$ cat src/rtl/satd_pkg.sv
// Shared constants, width derivations and FSM encoding for the 8x8 Hadamard block.
package satd_pkg;

  localparam int unsigned N    = 8;
  localparam int unsigned IdxW = 3;

  localparam logic [IdxW-1:0] LastIdx = 3'd7;

  // Each 8-point butterfly grows the word by 3 bits; two passes over a WIDTH+1 diff.
  function automatic int unsigned row_w(input int unsigned width);
    return width + 4;
  endfunction

  function automatic int unsigned col_w(input int unsigned width);
    return width + 7;
  endfunction

  typedef enum logic {
    StLoad,
    StEmit
  } state_e;

endpackage

$ cat src/rtl/hadamard_1d8.sv
// Combinational 8-point Walsh-Hadamard butterfly, natural (Sylvester) order.
module hadamard_1d8
  import satd_pkg::*;
#(
  parameter int unsigned InW = 9
) (
  input  logic signed [InW-1:0] x [N],
  output logic signed [InW+2:0] y [N]
);

  logic signed [InW+2:0] s0 [N];
  logic signed [InW+2:0] s1 [N];
  logic signed [InW+2:0] s2 [N];
  logic signed [InW+2:0] s3 [N];

  for (genvar i = 0; i < N; i++) begin : g_ext
    assign s0[i] = {{3{x[i][InW-1]}}, x[i]};
    assign y[i]  = s3[i];
  end

  // Stage s pairs i with i + 2^s: lower index takes a+b, upper takes a-b.
  for (genvar i = 0; i < N; i++) begin : g_st0
    if ((i & 1) == 0) begin : g_sum
      assign s1[i] = s0[i] + s0[i+1];
    end else begin : g_dif
      assign s1[i] = s0[i-1] - s0[i];
    end
  end

  for (genvar i = 0; i < N; i++) begin : g_st1
    if ((i & 2) == 0) begin : g_sum
      assign s2[i] = s1[i] + s1[i+2];
    end else begin : g_dif
      assign s2[i] = s1[i-2] - s1[i];
    end
  end

  for (genvar i = 0; i < N; i++) begin : g_st2
    if ((i & 4) == 0) begin : g_sum
      assign s3[i] = s2[i] + s2[i+4];
    end else begin : g_dif
      assign s3[i] = s2[i-4] - s2[i];
    end
  end

endmodule

$ cat src/rtl/hadamard_8x8.sv
// 2-D 8x8 Hadamard (H8 * D * H8): rows transformed on entry into a register
// transpose buffer, columns transformed and emitted one per cycle.
module hadamard_8x8
  import satd_pkg::*;
#(
  parameter int unsigned WIDTH = 8
) (
  input  logic                    clk,
  input  logic                    rst,
  input  logic                    in_valid,
  output logic                    in_ready,
  input  logic signed [WIDTH:0]   diff_0,
  input  logic signed [WIDTH:0]   diff_1,
  input  logic signed [WIDTH:0]   diff_2,
  input  logic signed [WIDTH:0]   diff_3,
  input  logic signed [WIDTH:0]   diff_4,
  input  logic signed [WIDTH:0]   diff_5,
  input  logic signed [WIDTH:0]   diff_6,
  input  logic signed [WIDTH:0]   diff_7,
  output logic                    out_valid,
  output logic                    out_last,
  output logic signed [WIDTH+6:0] coef_0,
  output logic signed [WIDTH+6:0] coef_1,
  output logic signed [WIDTH+6:0] coef_2,
  output logic signed [WIDTH+6:0] coef_3,
  output logic signed [WIDTH+6:0] coef_4,
  output logic signed [WIDTH+6:0] coef_5,
  output logic signed [WIDTH+6:0] coef_6,
  output logic signed [WIDTH+6:0] coef_7
);

  localparam int unsigned RowW = row_w(WIDTH);
  localparam int unsigned ColW = col_w(WIDTH);

  state_e              state_q, state_d;
  logic [IdxW-1:0]     row_cnt_q, row_cnt_d;
  logic [IdxW-1:0]     col_cnt_q, col_cnt_d;
  logic                out_valid_q, out_last_q;
  logic signed [WIDTH:0]  row_in  [N];
  logic signed [RowW-1:0] row_out [N];
  logic signed [RowW-1:0] buf_q   [N][N];
  logic signed [RowW-1:0] buf_d   [N][N];
  logic signed [RowW-1:0] col_in  [N];
  logic signed [ColW-1:0] col_out [N];
  logic signed [ColW-1:0] coef_q  [N];

  assign row_in[0] = diff_0;
  assign row_in[1] = diff_1;
  assign row_in[2] = diff_2;
  assign row_in[3] = diff_3;
  assign row_in[4] = diff_4;
  assign row_in[5] = diff_5;
  assign row_in[6] = diff_6;
  assign row_in[7] = diff_7;

  hadamard_1d8 #(.InW(WIDTH + 1)) u_row (
    .x (row_in),
    .y (row_out)
  );

  hadamard_1d8 #(.InW(RowW)) u_col (
    .x (col_in),
    .y (col_out)
  );

  assign in_ready = (state_q == StLoad);

  always_comb begin
    state_d   = state_q;
    row_cnt_d = row_cnt_q;
    col_cnt_d = col_cnt_q;
    buf_d     = buf_q;
    unique case (state_q)
      StLoad: begin
        if (in_valid) begin
          buf_d[row_cnt_q] = row_out;
          if (row_cnt_q == LastIdx) begin
            state_d   = StEmit;
            row_cnt_d = '0;
            col_cnt_d = '0;
          end else begin
            row_cnt_d = row_cnt_q + 3'd1;
          end
        end
      end
      StEmit: begin
        col_cnt_d = col_cnt_q + 3'd1;
        if (col_cnt_q == LastIdx) begin
          state_d = StLoad;
        end
      end
      default: state_d = StLoad;
    endcase
  end

  // Column source looks ahead at next-state buffer/index so the registered
  // coefficients line up with the EMIT cycle that owns them.
  always_comb begin
    for (int r = 0; r < N; r++) begin
      col_in[r] = buf_d[r][col_cnt_d];
    end
  end

  always_ff @(posedge clk) begin
    if (rst) begin
      state_q     <= StLoad;
      row_cnt_q   <= '0;
      col_cnt_q   <= '0;
      out_valid_q <= 1'b0;
      out_last_q  <= 1'b0;
      for (int r = 0; r < N; r++) begin
        coef_q[r] <= '0;
      end
    end else begin
      state_q     <= state_d;
      row_cnt_q   <= row_cnt_d;
      col_cnt_q   <= col_cnt_d;
      out_valid_q <= (state_d == StEmit);
      out_last_q  <= (state_d == StEmit) && (col_cnt_d == LastIdx);
      if (state_d == StEmit) begin
        coef_q <= col_out;
      end
    end
  end

  always_ff @(posedge clk) begin
    if (!rst) begin
      buf_q <= buf_d;
    end
  end

  assign out_valid = out_valid_q;
  assign out_last  = out_last_q;
  assign coef_0    = coef_q[0];
  assign coef_1    = coef_q[1];
  assign coef_2    = coef_q[2];
  assign coef_3    = coef_q[3];
  assign coef_4    = coef_q[4];
  assign coef_5    = coef_q[5];
  assign coef_6    = coef_q[6];
  assign coef_7    = coef_q[7];

endmodule

$ cat config.mk
export PLATFORM = sky130hd
export DESIGN_NAME = hadamard_8x8
export DESIGN_NICKNAME = d
export VERILOG_FILES = /design/src/rtl/satd_pkg.sv /design/src/rtl/hadamard_1d8.sv /design/src/rtl/hadamard_8x8.sv
export SDC_FILE = /design/constraint.sdc
export NUM_CORES = 2
export LEC_CHECK = 0
export BUFFER_PORTS_ARGS = -buffer_cell sky130_fd_sc_hd__buf_2
export CORE_UTILIZATION = 35
export CTS_BUF_LIST = sky130_fd_sc_hd__clkbuf_16
export DETAILED_ROUTE_END_ITERATION = 10
export PLACE_DENSITY = 0.54
export SYNTH_ARGS = -nofsm -noshare
export SYNTH_HDL_FRONTEND = slang
export SYNTH_SLANG_ARGS = --single-unit
$ cat constraint.sdc
create_clock -name clk -period 64.9 [get_ports clk]
set_input_delay 12.98 -clock clk [delete_from_list [all_inputs] [get_ports clk]]
set_output_delay 12.98 -clock clk [all_outputs]
set_load 0.01 [all_outputs]
# Word level (Yosys, flattened, before mapping)
# Index checks and enable logic that the tools add are counted.
word_totals:
  word_cells: 175
  regBits: 896
  output_inout_bits: 123
  input_bits: 75
classes:
  n_eq_ne: 3
  bitwise: 3
  muxes: 37
  magnitude_cmp: 3
  addsub: 50
  reduce_logical: 3
op_table:
  columns: ["operator", "n"]
  rows:
  - ["$mux 768", 2]
  - ["$bwmux 768", 1]
  - ["$bmux 12 s3", 8]
  - ["$demux 96 s3", 1]
  - ["$mux 12", 16]
  - ["$add 15x15->15", 8]
  - ["$sub 15x15->15", 8]
  - ["$add 12x12->12", 8]
  - ["$mux 96", 1]
  - ["$sub 12x12->12", 8]
  - ["$add 12x12->13", 4]
  - ["$sub 12x12->13", 4]
  - ["$add 9x9->10", 4]
  - ["$sub 9x9->10", 4]
  - ["$eq 3x3->1 const B", 3]
  - ["$mux 3", 3]
  - ["$ge 4x4->1 const B", 2]
  - ["$not 3->4", 2]
  - ["$add 3x1->3 const B", 2]
  - ["$pmux 3 s2", 1]
  - ["$lt 4x1->1 const B", 1]
  - ["$mux 1", 3]
  - ["$logic_and 1x1->1", 2]
  - ["$pmux 1 s2", 1]
  - ["other kinds (2)", 2]

# Longest topological paths before layout
logic_depth:
  depth_word: 14
  mapped_depth: 48
  ltp_nobuf: 47

# Cells and area by module
# Synthesis repeated with hierarchy kept, for this count alone.
unflattened:
  hier_cells: 8366
  hier_area_um2: 70575.2
by_module_without_submodules:
  columns: ["module", "seq_area_each_um2", "area_each_um2", "cells_per_inst", "n_inst"]
  rows:
  - ["hadamard_8x8", 25624.6, 45687.6, 4910, 1]
  - ["hadamard_1d8 at u_col", 0.0, 14107.3, 1995, 1]
  - ["hadamard_1d8 at u_row", 0.0, 10780.3, 1461, 1]

# Least setup slack after synthesis
# No wires, ideal clock.
synth_timing:
  path_kind: "in2reg"
  from: "in rst"
  to: "reg coef_q (netlist bit coef_0[10])"
  slack_ns: 35.629
  stages: 4
  n_path_buf: 2
  arrival_ns: 29.110
  required_ns: 64.739
  setup_ns: 0.161
  cell_sequence: "clkbuf_1 -> clkbuf_1 -> inv_1 -> and2_1"
synth_rtl:
  columns: ["element", "line_no", "text"]
  rows:
  - ["from (decl)", "hadamard_8x8.sv:9", "input logic rst,"]
  - ["to (signal assigned)", "hadamard_8x8.sv:121", "coef_q <= col_out;"]
  - ["to (decl)", "hadamard_8x8.sv:45", "logic signed [ColW-1:0] coef_q [N];"]
# No word-level cell between the ends.

==> results.txt <==
Post-CTS resize count - 0
GRT overflow - 0
RSZ-0062 raised after global routing - false
HPWL Detailed - 146 mm
WL final - 201 mm
Compound-cell area share of the yosys netlist - 0.197
Max H-tree Level - 3
Rel. slew slack - 0.169
Gate Count Post-Synth - 7047
CTS Hold Buffers Added - 0
Synthesized flop and latch total - 892
Biggest cell delay along the critical path - 960 ps
Worst-path maximum fanout - 8
All-layer global routing usage - 0.212
XOR/XNOR Fraction of Synth Area - 0.0660
Post-CTS Setup Bufs - 0
Worst hold path class - reg -> reg
Clk slew on worst S/H paths - 60 ps
Clock latency on the worst-skew pair - 740 ps
Hold slack - 449 ps
Synth top area cells - edfxtp_1 36%, ha_1 11%, nand2_1 6.9%, o21ai_0 5.7%, xnor2_1 4.8%
Top cell by count, worst path - a21oi_1
Core Rows - 156
Synth cell types - 98
CP max stage cell - a221oi_1
Req. time, crit path - 65540 ps
Prevailing post-synth register cell - edfxtp_1
Largest family of logic cells by synthesized area - compound AO/OA/AOI/OAI gates
Via density - 5.38
Synth warnings - 0
Maximum buffer depth of the clock tree - 3
Async SR Flop Fraction - 0
CP Launch Type - input pin
Crit path DAT - 22690 ps
Post-route cell area - 0.0705 mm²
Largest net degree at the start of global routing - 170
# DRC - 0
Die area - 0.184 mm²
Post-Synth Simple-Gate Area - 0.129
Root buffer cell - clkbuf_16
Final ANT Viol Nets - 0
Area Growth Syn to Fin - 10.3%
Max cap viols - 0
Clock Skew - 36.8 ps
Layout cells sized above 1 - 0.0919
Mapped Avg Cell Area - 9.07 µm²
DP Area - 0.0674 mm²
Count of final setup violators - 0
Final Hold Vio Count - 0
# nets final - 7737
Adder-cell share of the synthesized area - 0.124
Fmax - 0.0454 GHz
Final period util - 0.340
Cell area after synthesis - 0.0639 mm²
Setup Total Neg Slack - 0 ps
Final Critical Period - 22050 ps
EDFF count, synth - 768
Critical path class - in -> reg
Mux cell area share after synthesis - 0.0316
Count leader, synth - nand2_1
Vias in the first global route - 48.8k
Area fraction of the dominant cell type after synthesis - 0.361
Vias - 51.2k
CTS Sinks - 892
Num CTS Buffers - 101
Post-synthesis sequential area ratio - 0.399
Initial Util - 0.353
Core area - 0.181 mm²
First-pass GRT wire length - 302 mm
CTS tree - built
Worst-Margin Slew - 1240 ps
Crit. End Element - flop
Largest area contributor in the netlist - edfxtp_1
Initial DRC count - 4509
Syn_nets - 7726
Num ports - 198
Outcome - finished, final reports clean
Routability congestion estimate - 0.894
Chip width - 429 µm
Drt wl/cell - 21.2 µm
Most frequent cells after synthesis - 1181 x nand2_1, 768 x edfxtp_1, 731 x o21ai_0, 556 x ha_1, 498 x inv_1
I/O Buffers - 197
Max Transition Viols Final - 0
Initial antenna violation count - 7
Die Span Y - 429 µm
DRT Pass-1 Iters - 5
[kinds of logic after synthesis]
logic type | count (synthesis)
AOI/OAI and AO/OA | 2019
and+or+nand+nor | 1997
DFF | 892
buffers and inverters | 889
adders and majority gates | 604
xor gates and xnor gates | 473
muxes | 173
[worst paths after layout]
path                        startpoint                      end  slack [ps]  depth (start not counted)
max                          diff_2[0]  coef_6[14]$_SDFFE_PP0P_       42850                         40
min            coef_5[13]$_SDFFE_PP0P_  coef_5[13]$_SDFFE_PP0P_         450                          2
max reg2reg  row_cnt_q[1]$_SDFFE_PP0P_  coef_3[14]$_SDFFE_PP0P_       54740                         37
min reg2reg    coef_5[13]$_SDFFE_PP0P_  coef_5[13]$_SDFFE_PP0P_         450                          2
[flip-flops by register name, indices dropped and copies added, names as in the netlist]
register   flops
coef_4        14
buf_q        768
coef_1        15
coef_7        14
coef_3        15
row_cnt_q      3
out_valid      1
col_cnt_q      3
coef_6        14
coef_2        15
out_last       1
coef_5        14
coef_0        15
[worst max-delay path, delay by kind of cell]
family	cells	cell delay (ps)
AO/OA/AOI/OAI	14	4020
buffers and inverters	7	680
multiplexers	1	540
adder cells (fa/ha/maj)	7	2380
XOR/XNOR	6	1410
AND/OR/NAND/NOR	5	670
[per-stage QoR]
stage	setup slack, ps	cells	utilization
2_1_floorplan	35630	7047	-
3_3_place_gp	42020	9324	0.372
3_5_place_dp	42110	9324	0.372
4_1_cts	42870	9509	0.389
5_1_grt	42150	9511	0.389
6_report	42850	9512	0.389
[layer usage]
| metal | vias to the layer above | track usage | routed length [µm] |
|---|---|---|---|
| li1 | 24800 | - | - |
| met1 | 24600 | 0.303 | 95100 |
| met2 | 1475 | 0.339 | 89800 |
| met3 | 237 | 0.0220 | 11100 |
| met4 | 0 | 0.0611 | 5160 |
| met5 | - | 0 | 0 |
[layout make-up]
| type | instances | area, µm² |
|---|---|---|
| clock buffer | 104 | 2600 |
| timing repair buffer | 294 | 1740 |
| clock inverter | 81 | 503 |
| sequential | 892 | 25500 |
| multi-input combinational | 5266 | 35300 |
| inverter | 503 | 1900 |
| tap | 2370 | 2970 |
| antenna | 2 | 5.00 |
| fill | 18300 | 111000 |
[cell usage in the layout (no fill, tap or decap), drive strengths merged, types with 104 or more instances in the layout]
master / instances
nand2: 1182
edfxtp: 768
o21ai: 748
ha: 556
inv: 538
nor2: 479
a21oi: 469
xnor2: 356
buf: 294
o21bai: 178
dfxtp: 124
xor2: 116
clkbuf: 104
Power is not shown: default switching activity piles up to over one toggle a cycle in this logic, so the estimate is an artifact.
